### config.mk
export PLATFORM = sky130hd
export DESIGN_NAME = rs_ld_sd
export DESIGN_NICKNAME = d
export VERILOG_FILES = /design/src/rtl/rs_ld_sd.sv
export SDC_FILE = /design/constraint.sdc
export NUM_CORES = 1
export LEC_CHECK = 0
export ABC_AREA = 1
export ABC_CLOCK_PERIOD_IN_PS = 7700
export CAP_MARGIN = 20
export CORE_MARGIN = 2
export CORE_UTILIZATION = 50
export DETAILED_ROUTE_END_ITERATION = 7
export PLACE_DENSITY = 0.8
export SLEW_MARGIN = 20
export SYNTH_ARGS = -nofsm -noshare
export SYNTH_HDL_FRONTEND = slang
export SYNTH_SLANG_ARGS = --single-unit
### constraint.sdc
create_clock -name clock -period 7.7 [get_ports clock]
set_clock_uncertainty 0.1 [all_clocks]
set_input_delay 1.54 -clock clock [delete_from_list [all_inputs] [get_ports clock]]
set_output_delay 1.54 -clock clock [all_outputs]
set_load 0.02 [all_outputs]
### src/rtl/rs_ld_sd.sv
`default_nettype none
// ============================================================================
//  Module      : rs_ld_sd
//  Description : Reservation station for LD/SD address instructions. Holds
//                issued instructions until the base operand RY is available,
//                snoops the CDB for wakeup and release, and dispatches one
//                ready slot per cycle to the LD/SD address ULA.
//  Option      : define RS_OLDEST_FIRST_EN for oldest-first dispatch
//                (default build: lowest-index READY slot wins).
//  Revision    : 1.0 - initial release
// ============================================================================
module rs_ld_sd #(
   parameter int DATA_W  = 16,
   parameter int IMM_W   = 4,
   parameter int ENTRIES = 4    // 2..4: slot index travels as 2-bit RS position
) (
   input  logic              clock,
   input  logic              reset,
   input  logic              issue_valid,
   input  logic [2:0]        issue_op,
   input  logic [2:0]        issue_dest,
   input  logic [IMM_W-1:0]  issue_imm,
   input  logic              issue_ry_busy,
   input  logic [2:0]        issue_ry_reg,
   input  logic [DATA_W-1:0] issue_ry_data,
   input  logic [15:0]       cdb,
   output logic              issue_ack,
   output logic              rs_full,
   output logic [DATA_W-1:0] RY_data,
   output logic [IMM_W-1:0]  imediate,
   output logic [2:0]        reg_dest,
   output logic [2:0]        ULA_op,
   output logic [1:0]        RS_position,
   output logic              operands_ready
);

   localparam logic [15:0] c_CDB_IDLE = 16'hFFFF;

   typedef enum logic [1:0] {
      ST_FREE   = 2'd0,
      ST_WAIT   = 2'd1,
      ST_READY  = 2'd2,
      ST_ISSUED = 2'd3
   } slot_state_t;

   slot_state_t       r_state   [ENTRIES];
   logic [2:0]        r_op      [ENTRIES];
   logic [2:0]        r_dest    [ENTRIES];
   logic [IMM_W-1:0]  r_imm     [ENTRIES];
   logic [2:0]        r_ry_reg  [ENTRIES];
   logic [DATA_W-1:0] r_operand [ENTRIES];

   logic              w_cdb_valid;
   logic [DATA_W-1:0] w_cdb_value;
   logic              w_issue_bypass;
   logic              w_free_found;
   logic [1:0]        w_free_idx;
   logic              w_disp_found;
   logic [1:0]        w_disp_idx;

   // Register index (0..2) to its CDB one-hot tag; out-of-range indices never match
   function automatic logic [2:0] reg_onehot(input logic [2:0] idx);
      case (idx)
         3'd0:    reg_onehot = 3'b100;
         3'd1:    reg_onehot = 3'b010;
         3'd2:    reg_onehot = 3'b001;
         default: reg_onehot = 3'b000;
      endcase
   endfunction

   // CDB qualification: not idle and exactly one destination bit set
   always_comb begin
      w_cdb_valid    = (cdb != c_CDB_IDLE) &&
                       ((cdb[15:13] == 3'b100) || (cdb[15:13] == 3'b010) ||
                        (cdb[15:13] == 3'b001));
      w_cdb_value    = DATA_W'(cdb[9:0]);
      w_issue_bypass = w_cdb_valid && (reg_onehot(issue_ry_reg) == cdb[15:13]);
   end

   // Lowest-index FREE slot from registered state; a slot released this
   // cycle is therefore only visible from the next cycle on
   always_comb begin
      w_free_found = 1'b0;
      w_free_idx   = 2'd0;
      for (int i = ENTRIES - 1; i >= 0; i--) begin
         if (r_state[i] == ST_FREE) begin
            w_free_found = 1'b1;
            w_free_idx   = 2'(i);
         end
      end
   end

   assign rs_full   = ~w_free_found;
   assign issue_ack = issue_valid & w_free_found;

`ifdef RS_OLDEST_FIRST_EN
   logic [1:0] r_age [ENTRIES];
   logic [1:0] w_best_age;

   // Oldest READY slot wins; strict compare keeps ties on the lowest index
   always_comb begin
      w_disp_found = 1'b0;
      w_disp_idx   = 2'd0;
      w_best_age   = 2'd0;
      for (int i = 0; i < ENTRIES; i++) begin
         if ((r_state[i] == ST_READY) && (!w_disp_found || (r_age[i] > w_best_age))) begin
            w_disp_found = 1'b1;
            w_disp_idx   = 2'(i);
            w_best_age   = r_age[i];
         end
      end
   end

   // Age tracking: new slot starts at 0, other occupied slots age on each allocation
   always_ff @(posedge clock or posedge reset) begin
      if (reset) begin
         for (int i = 0; i < ENTRIES; i++) r_age[i] <= 2'd0;
      end else if (issue_ack) begin
         for (int i = 0; i < ENTRIES; i++) begin
            if (w_free_idx == 2'(i))
               r_age[i] <= 2'd0;
            else if ((r_state[i] != ST_FREE) && (r_age[i] != 2'd3))
               r_age[i] <= r_age[i] + 2'd1;
         end
      end
   end
`else
   // Lowest-index READY slot wins
   always_comb begin
      w_disp_found = 1'b0;
      w_disp_idx   = 2'd0;
      for (int i = ENTRIES - 1; i >= 0; i--) begin
         if (r_state[i] == ST_READY) begin
            w_disp_found = 1'b1;
            w_disp_idx   = 2'(i);
         end
      end
   end
`endif

   // Slot lifecycle (allocate, wake, dispatch, release) and registered dispatch outputs
   always_ff @(posedge clock or posedge reset) begin
      if (reset) begin
         for (int i = 0; i < ENTRIES; i++) begin
            r_state[i]   <= ST_FREE;
            r_op[i]      <= 3'd0;
            r_dest[i]    <= 3'd0;
            r_imm[i]     <= '0;
            r_ry_reg[i]  <= 3'd0;
            r_operand[i] <= '0;
         end
         operands_ready <= 1'b0;
         RY_data        <= '0;
         imediate       <= '0;
         reg_dest       <= 3'd0;
         ULA_op         <= 3'd0;
         RS_position    <= 2'd0;
      end else begin
         operands_ready <= w_disp_found;
         for (int i = 0; i < ENTRIES; i++) begin
            case (r_state[i])
               ST_FREE: begin
                  if (issue_ack && (w_free_idx == 2'(i))) begin
                     r_op[i]     <= issue_op;
                     r_dest[i]   <= issue_dest;
                     r_imm[i]    <= issue_imm;
                     r_ry_reg[i] <= issue_ry_reg;
                     if (!issue_ry_busy) begin
                        r_state[i]   <= ST_READY;
                        r_operand[i] <= issue_ry_data;
                     end else if (w_issue_bypass) begin
                        r_state[i]   <= ST_READY;
                        r_operand[i] <= w_cdb_value;
                     end else begin
                        r_state[i]   <= ST_WAIT;
                     end
                  end
               end
               ST_WAIT: begin
                  if (w_cdb_valid && (reg_onehot(r_ry_reg[i]) == cdb[15:13])) begin
                     r_state[i]   <= ST_READY;
                     r_operand[i] <= w_cdb_value;
                  end
               end
               ST_READY: begin
                  if (w_disp_found && (w_disp_idx == 2'(i))) begin
                     r_state[i]  <= ST_ISSUED;
                     RY_data     <= r_operand[i];
                     imediate    <= r_imm[i];
                     reg_dest    <= r_dest[i];
                     ULA_op      <= r_op[i];
                     RS_position <= 2'(i);
                  end
               end
               ST_ISSUED: begin
                  // Only an LD/SD-ULA completion naming this slot frees it
                  if (w_cdb_valid && !cdb[10] && (cdb[12:11] == 2'(i)))
                     r_state[i] <= ST_FREE;
               end
               default: r_state[i] <= ST_FREE;
            endcase
         end
      end
   end

endmodule
`default_nettype wire

# --- Yosys cells after proc, flatten, opt, wreduce, memory -nomap -nowiden ---
# Index checks and enable logic that the tools add are counted.
classes:
  muxes: 101
  n_eq_ne: 60
  n_reduce_logical: 50
  bitwise: 2
ops:
  columns: ["op", "n"]
  rows:
  - ["2-to-1 mux 16 bit", 18]
  - ["one-hot mux 16 bit (2 select lines)", 4]
  - ["2-to-1 mux 2 bit", 34]
  - ["2-to-1 mux 3 bit", 20]
  - ["one-hot mux 3 bit (3 select lines)", 5]
  - ["2-to-1 mux 4 bit", 8]
  - ["one-hot mux 2 bit (4 select lines)", 4]
  - ["AND reduction 4 bit", 8]
  - ["equality test 2 bit, second input constant", 14]
  - ["logical AND 1 bit", 19]
  - ["equality test 3 x 1 -> 1 bit, second input constant", 6]
  - ["equality test 3 x 2 -> 1 bit, second input constant", 6]
  - ["inequality test 16 bit, second input constant", 1]
  - ["inequality test 2 x 1 -> 1 bit, second input constant", 8]
  - ["inequality test 2 bit, second input constant", 8]
  - ["equality test 3 bit", 5]
  - ["logical NOT 3 bit", 5]
  - ["equality test 2 x 1 -> 1 bit, second input constant", 7]
  - ["logical NOT 2 bit", 7]
  - ["inequality test 3 bit, second input constant", 4]
  - ["2-to-1 mux 1 bit", 8]
  - ["AND reduction 2 bit", 4]
  - ["nonzero test 2 bit", 4]
  - ["equality test 3 bit, second input constant", 1]
  - ["other kinds (4)", 5]
word_totals:
  inputBits: 49
  reg_bits: 153
  output_inout_bits: 31

# --- Logic depth before layout (Yosys ltp) ---
# Gate-level depths: netlist of run 1.
depth:
  word_depth: 15
  depth_mapped: 13
  mapped_depth_nobuf: 12

# --- Worst setup path before layout of run 1 ---
# No wires, ideal clock.
synth_path:
  path_type: "input to output"
  from: "in issue_valid"
  to: "out issue_ack"
  arrival_ps: 1907
  t_required_ps: 6060
  path_buffers: 0
  stages: 2
  slack_ps: 4153
  path_cell_list: "inv_1 > nor2_1"
synth_via:
  elab_chain_len: 1
synth_lines:
  columns: ["item", "line_no", "text"]
  rows:
  - ["from (decl)", "19", "input logic issue_valid,"]
  - ["bitwise AND 1 bit", "94", "assign issue_ack = issue_valid & w_free_found;"]
  - ["to (decl)", "27", "output logic issue_ack,"]
# Every way passes these cells.

# --- Worst setup path after layout of run 1 ---
# Same ends and word-level chain as after synthesis.

==> results.py, run 1 <==
metrics = {
    "sta": {
        "period_share": 0.5826,
        "worst_pin_slew_ns": 1.062,
        "drv_slew": 0,
        "rsz0062_at_grt": "no",
        "tns_ns": 0,
        "timing.final.crit_period_ns": 4.486,
        "hold_viol_final": 0,
        "max_slew_margin": 0.2900,
        "max_freq_mhz": 222.9,
        "setup_viol": 0,
    },
    "logic_synthesis": {
        "synth_nets": 1113,
        "netlist_area_um2": 8010,
        "ys_ff_latch": 153,
        "ys_seq_area_frac": 0.4780,
        "synth.distinct_cells": 32,
        "synth_top_family_by_area": "simple AND/OR/NAND/NOR gates",
        "synth_cells": 1048,
        "synth-compound-area-share": 0.1264,
        "synth.avg_cell_area_um2": 7.643,
        "synthMuxAreaShare": 0.01250,
        "synthSimpleGateAreaFrac": 0.3021,
        "synthAdderAreaFrac": 0.02499,
        "synth_xor_area_frac": 0,
        "ys_warn_count": 0,
    },
    "run": {
        "drv_cap": 0,
    },
    "detailed_routing": {
        "vias": 7461,
        "wl_per_cell_um": 16.49,
        "viasPerCell": 5.614,
        "drt-total-wl_um": 21910,
        "first_pass_iters": 5,
        "drtIter0Drc": 707,
        "drc": 0,
        "antenna_left": 0,
    },
    "global_routing": {
        "antenna_found_initial": 0,
        "grt_pass1_wl_um": 35050,
        "grt_max_degree": 83,
        "grt_pass1_vias": 6953,
        "grt_use_total": 0.2690,
        "grt.overflow.total": 0,
    },
    "layout": {
        "n_fill_cell": 1447,
        "largestRegisters": "r_operand x64, RY_data x16, r_imm x16",
        "antenna_cells": 0,
        "final_cell_count_no_fill": 1329,
        "drive_above_1_share": 0.06110,
        "nets": 1165,
        "multi_input_area_um2": 3746,
        "regArea_um2": 3829,
        "syn_to_final_growth_pct": 18.04,
        "largest-register": "r_operand",
        "largest_reg_flops": 64,
    },
    "placed_design": {
        "place.gp.congestion": 0.8770,
        "dp_hpwl_um": 13540,
        "place.port_buffers": 79,
        "place_inst": 1297,
    },
    "hold_path": {
        "min_path_type": "flop to flop",
    },
    "floorplan": {
        "ios": 80,
        "fp.dieH_um": 130.6,
        "std_cell_rows": 46,
        "core_area_um2": 15770,
        "floorplan.initialDensity": 0.5079,
        "die-area_um2": 17050,
        "die_x_um": 130.6,
    },
    "clock_tree": {
        "cts.sinks": 153,
        "postCtsSetupBuffers": 0,
        "tritoncts": "yes",
        "cts_resized": 0,
        "htreeDepth": 4,
        "clk_latency_ns": 0.44,
        "hold_buffers": 0,
        "clk_path_buf_depth": 2,
        "clk_pin_slew_ns": 0.06,
        "cts.root.buffer_cell": "clkbuf_16",
        "cts_buffers": 17,
    },
    "setup_path": {
        "crit_path_start_kind": "input pin",
        "cp.required_ns": 6.06,
        "arrival_ns": 2.85,
        "crit_type": "input pin to primary output",
        "critPathMaxFanout": 3,
        "critPathCaptureType": "primary output",
    },
    "power_and_ir_drop": {
        "vdd_drop_max_v": 0.0002166,
        "power.density_nw_per_um2": 452.3,
        "power.leakage_nw": 4.600,
    },
    "status": {
        "run_status": "finished, final reports clean",
    },
}
-- final cells by class --
type | instances | share of cell area
clock inverters | 15 | 0.01535
inverters | 55 | 0.02236
multi-input cells | 789 | 0.3962
repair buffers | 84 | 0.08760
clock buffers | 17 | 0.04499
flip-flops and latches | 153 | 0.4049
well taps | 216 | 0.02858
-- stage by stage --
| step | utilization | power [W] | setup WS [ns] | hold WS, ns | instance area (um2) |
|---|---|---|---|---|---|
| floorplan | - | 0.002802 | 1.939 | 0.3367 | 8010 |
| global placement | 0.5629 | 0.003340 | 3.223 | 0.3499 | 8877 |
| detailed placement | 0.5629 | 0.003413 | 3.207 | 0.3530 | 8877 |
| CTS | 0.5991 | 0.004247 | 3.205 | 0.3687 | 9448 |
| global route | 0.5996 | 0.004586 | 3.151 | 0.3903 | 9455 |
| finish | 0.5996 | 0.004276 | 3.214 | 0.3697 | 9455 |
-- synth_stat cells --
cell | instances | share of area
nand2_2 | 15 | 0.012
nor2_2 | 2 | 0.0016
o221ai_1 | 7 | 0.0077
buf_6 | 4 | 0.0056
inv_2 | 2 | 0.00094
o211ai_1 | 2 | 0.0019
a21oi_4 | 2 | 0.0041
a31oi_1 | 10 | 0.0078
dfrtp_1 | 153 | 0.48
o21ai_0 | 130 | 0.081
a21o_1 | 1 | 0.00094
nor3_1 | 4 | 0.0025
o22ai_1 | 12 | 0.0094
clkbuf_1 | 32 | 0.015
o21ai_1 | 1 | 0.00062
ha_1 | 16 | 0.025
nand3_2 | 1 | 0.0012
nand3b_1 | 2 | 0.0019
a21oi_1 | 13 | 0.0081
nand4_1 | 13 | 0.010
nand2_4 | 1 | 0.0014
nor2_1 | 87 | 0.041
nor2_4 | 1 | 0.0014
buf_4 | 1 | 0.00094
mux2i_1 | 10 | 0.012
inv_1 | 53 | 0.025
nor4_1 | 2 | 0.0016
buf_2 | 14 | 0.0087
nand2_1 | 365 | 0.17
a21boi_4 | 2 | 0.0047
nor3_2 | 1 | 0.0012
nand3_1 | 89 | 0.056
-- report_power, final --
group | switching (W) | leakage [nW] | internal (W)
combinational | 0.00133 | 2.40 | 0.000686
sequential | 0.000245 | 1.92 | 0.00119
clock | 0.000368 | 0.283 | 0.000451
total | 0.00195 | 4.60 | 0.00233
-- cells by family after synthesis --
| logic type | Yosys count |
|---|---|
| AO/OA/AOI/OAI | 180 |
| adder cells (fa/ha/maj) | 16 |
| buffers and inverters | 106 |
| flip-flops | 153 |
| multiplexers | 10 |
| AND/OR/NAND/NOR | 583 |
-- critical path, stage by stage --
cell and delay [ns]:
clkdlybuf4s50_1 0.50, inv_1 0.10, nor2_1 0.10, clkdlybuf4s50_1 0.61
-- routing by layer --
| layer | share of wire | track usage | up-vias |
|---|---|---|---|
| met2 | 0.48 | 0.4372 | 349 |
| met4 | 0.030 | 0.1120 | 0 |
| met1 | 0.41 | 0.3502 | 3511 |
| met5 | 0 | 0 | - |
| li1 | - | - | 3545 |
| met3 | 0.079 | 0.06107 | 56 |
-- final timing paths --
path,slack (ns),depth (start not counted),from,to
setup / recovery,3.21,4,issue_valid,issue_ack
hold / removal,0.37,2,r_operand[25],r_operand[25]
setup reg to reg,4.12,9,r_state[6],RY_data[11]
hold reg to reg,0.37,2,r_operand[25],r_operand[25]
max in group asynchronous,4.58,3,reset,r_state[4]
min in group asynchronous,1.51,2,reset,imediate[0]
-- cells in the final DEF, fill, tap and decap left out, drive strengths merged, types with 5 or more instances in the layout --
cell type,instances
a21oi,15
nor3,5
ha,16
o21ai,131
nand2,381
buf,5
a31oi,10
clkinv,10
nand3,90
nand4,13
nor2,90
o221ai,7
inv,59
mux2i,10
clkdlybuf4s50,79
dfrtp,153
clkbuf,17
o22ai,12
No activity file was read; power rests on OpenSTA's default activity.
==> run 2: changes to the inputs <==
--- a/config.mk
+++ b/config.mk
@@ -6,12 +6,12 @@
 export NUM_CORES = 1
 export LEC_CHECK = 0
 export ABC_AREA = 1
-export ABC_CLOCK_PERIOD_IN_PS = 7700
+export ABC_CLOCK_PERIOD_IN_PS = 4000
 export CAP_MARGIN = 20
 export CORE_MARGIN = 2
 export CORE_UTILIZATION = 50
 export DETAILED_ROUTE_END_ITERATION = 7
-export PLACE_DENSITY = 0.8
+export PLACE_DENSITY = 0.83
 export SLEW_MARGIN = 20
 export SYNTH_ARGS = -nofsm -noshare
 export SYNTH_HDL_FRONTEND = slang
==> constraint.sdc (replaced) <==
create_clock -name clock -period 4 [get_ports clock]
set_clock_uncertainty 0.1 [all_clocks]
set_input_delay 0.8 -clock clock [delete_from_list [all_inputs] [get_ports clock]]
set_output_delay 0.8 -clock clock [all_outputs]
set_load 0.02 [all_outputs]
==> results.py, run 2 (synthesized netlist as in run 1, its figures left out) <==
metrics = {
    "sta": {
        "holdWs_ns": 0.3749,
        "max_freq_mhz": 311.9,
        "period_share": 0.8015,
        "worst_pin_slew_ns": 0.9082,
        "max_slew_margin": 0.3930,
        "timing.final.crit_period_ns": 3.206,
        "hold_viol_final": 0,
        "drv_slew": 0,
        "tns_ns": 0,
        "rsz0062_at_grt": "no",
        "setup_viol": 0,
    },
    "detailed_routing": {
        "drtIter0Drc": 702,
        "viasPerCell": 5.570,
        "first_pass_iters": 5,
        "drt-total-wl_um": 21720,
        "antenna_left": 0,
        "drc": 0,
        "vias": 7486,
        "wl_per_cell_um": 16.16,
    },
    "setup_path": {
        "cp_slowest_cell": "clkdlybuf4s50_1",
        "crit_chain": "inv_1, ha_1, inv_1, nand2_2, nor3_1, clkdlybuf4s50_1",
        "arrival_ns": 2.31,
        "crit_type": "flop to primary output",
        "crit_path_start_kind": "flop",
        "cpLargestDelayFamily": "buffers and inverters",
        "critPathCaptureType": "primary output",
        "cp_common_cell": "inv_1",
        "worstSetupEndpoint": "rs_full",
        "crit_cells": 6,
        "slowest_delay_ns": 0.65,
        "cp.required_ns": 3.10,
        "r2r_slack_ns": 1.17,
        "critPathMaxFanout": 6,
        "r2r_end": "r_operand[19]",
        "r2r_cells": 13,
        "critPathBufInv": 3,
        "r2r_start": "r_state[3]",
        "crit_start": "r_state[0]",
    },
    "floorplan": {
        "core_area_um2": 15770,
        "die-area_um2": 17050,
        "die_x_um": 130.6,
        "std_cell_rows": 46,
        "ios": 80,
        "floorplan.initialDensity": 0.5079,
        "fp.dieH_um": 130.6,
    },
    "status": {
        "run_status": "finished, final reports clean",
    },
    "power_and_ir_drop": {
        "power.density_nw_per_um2": 881.9,
        "vdd_drop_max_v": 0.0004160,
        "power.leakage_nw": 4.710,
    },
    "placed_design": {
        "place.gp.congestion": 0.8758,
        "place.port_buffers": 79,
        "place_inst": 1313,
        "dp_hpwl_um": 14310,
    },
    "global_routing": {
        "grt_pass1_vias": 7123,
        "antenna_found_initial": 0,
        "grt_use_total": 0.2650,
        "grt_pass1_wl_um": 35010,
        "grt.overflow.total": 0,
        "grt_max_degree": 65,
    },
    "hold_path": {
        "min_path_type": "flop to flop",
    },
    "clock_tree": {
        "htreeDepth": 4,
        "cts_resized": 0,
        "clk_latency_ns": 0.42,
        "cts.sinks": 153,
        "tritoncts": "yes",
        "cts_buffers": 17,
        "clk_path_buf_depth": 2,
        "postCtsSetupBuffers": 0,
        "clk_pin_slew_ns": 0.06,
        "hold_buffers": 0,
        "cts.root.buffer_cell": "clkbuf_16",
    },
    "layout": {
        "drive_above_1_share": 0.07092,
        "largest_reg_flops": 64,
        "largest-register": "r_operand",
        "largestRegisters": "r_operand x64, RY_data x16, r_imm x16",
        "final_common_cell": "nand2_1",
        "final_cell_count_no_fill": 1344,
        "antenna_cells": 0,
        "nets": 1181,
        "final_cell_mix": "nand2_1, dfrtp_1, o21ai_0",
        "syn_to_final_growth_pct": 20.57,
    },
    "run": {
        "drv_cap": 0,
    },
}
## run 2: cell types whose count changed in the layout (fill, tap and decap cells not counted)
cell,before,now
buf_12,0,1
buf_4,5,20
bufinv_16,1,5
clkbuf_8,0,2
clkinv_2,2,3
clkinv_4,8,0
clkinvlp_4,0,4
ha_1,13,16
ha_2,3,0
inv_6,5,1
## run 2: worst min-delay path by stage
| stage | startpoint | endpoint | slack [ns] | cells after the start |
|---|---|---|---|---|
| floorplan | r_operand[16] | r_operand[16] | 0.34 | 2 |
| global placement | r_operand[39] | r_operand[39] | 0.35 | 2 |
| detailed placement | r_operand[36] | r_operand[36] | 0.36 | 2 |
| CTS | r_operand[36] | r_operand[36] | 0.37 | 2 |
| global route | r_operand[58] | r_operand[58] | 0.39 | 2 |
| finish | r_operand[22] | r_operand[22] | 0.37 | 2 |
## run 2: layout make-up
type | count | area, um2
Clock buffer | 19 | 452.9
Clock inverter | 12 | 196.4
Fill cell | 1358 | 6112
Inverter | 55 | 210.2
Multi-Input combinational cell | 789 | 3739
Sequential cell | 153 | 3829
Tap cell | 216 | 270.3
Timing Repair Buffer | 100 | 960.9
## run 2: routing by layer
metal / vias up / track usage / wire length, um
li1: 3573 / - / -
met1: 3552 / 0.3441 / 8999
met2: 307 / 0.4455 / 10630
met3: 54 / 0.05375 / 1523
met4: 0 / 0.09199 / 559
met5: - / 0 / 0
## run 2: through the flow
| step | util | instance area (um2) | setup WS [ns] | power, W |
|---|---|---|---|---|
| 6_report | 0.6124 | 9658 | 0.7941 | 0.008517 |
| 5_1_grt | 0.6124 | 9658 | 0.6347 | 0.009108 |
| 4_1_cts | 0.6124 | 9658 | 0.7801 | 0.008479 |
| 3_5_place_dp | 0.5712 | 9009 | 0.7953 | 0.006661 |
| 3_3_place_gp | 0.5712 | 9009 | 0.8835 | 0.006511 |
| 2_1_floorplan | - | 8014 | 1.169 | 0.005394 |
## run 2: worst register-to-register path, cell delays in order, from the launching register on
cell and delay, ns:
dfrtp_1 0.43, inv_1 0.11, ha_1 0.28, inv_2 0.10, nand2_2 0.09, nand2_1 0.09, nor2_4 0.13, nand2_2 0.31
nand2_1 0.18, a21boi_4 0.18, buf_4 0.24, nand2_2 0.27, nand2_1 0.16, nand2_1 0.05
## run 2: report_power, final
group          internal (W)  total, W  switching [W]
logic               0.00140   0.00400        0.00260
registers           0.00230   0.00276       0.000464
clock network       0.00113   0.00176       0.000626
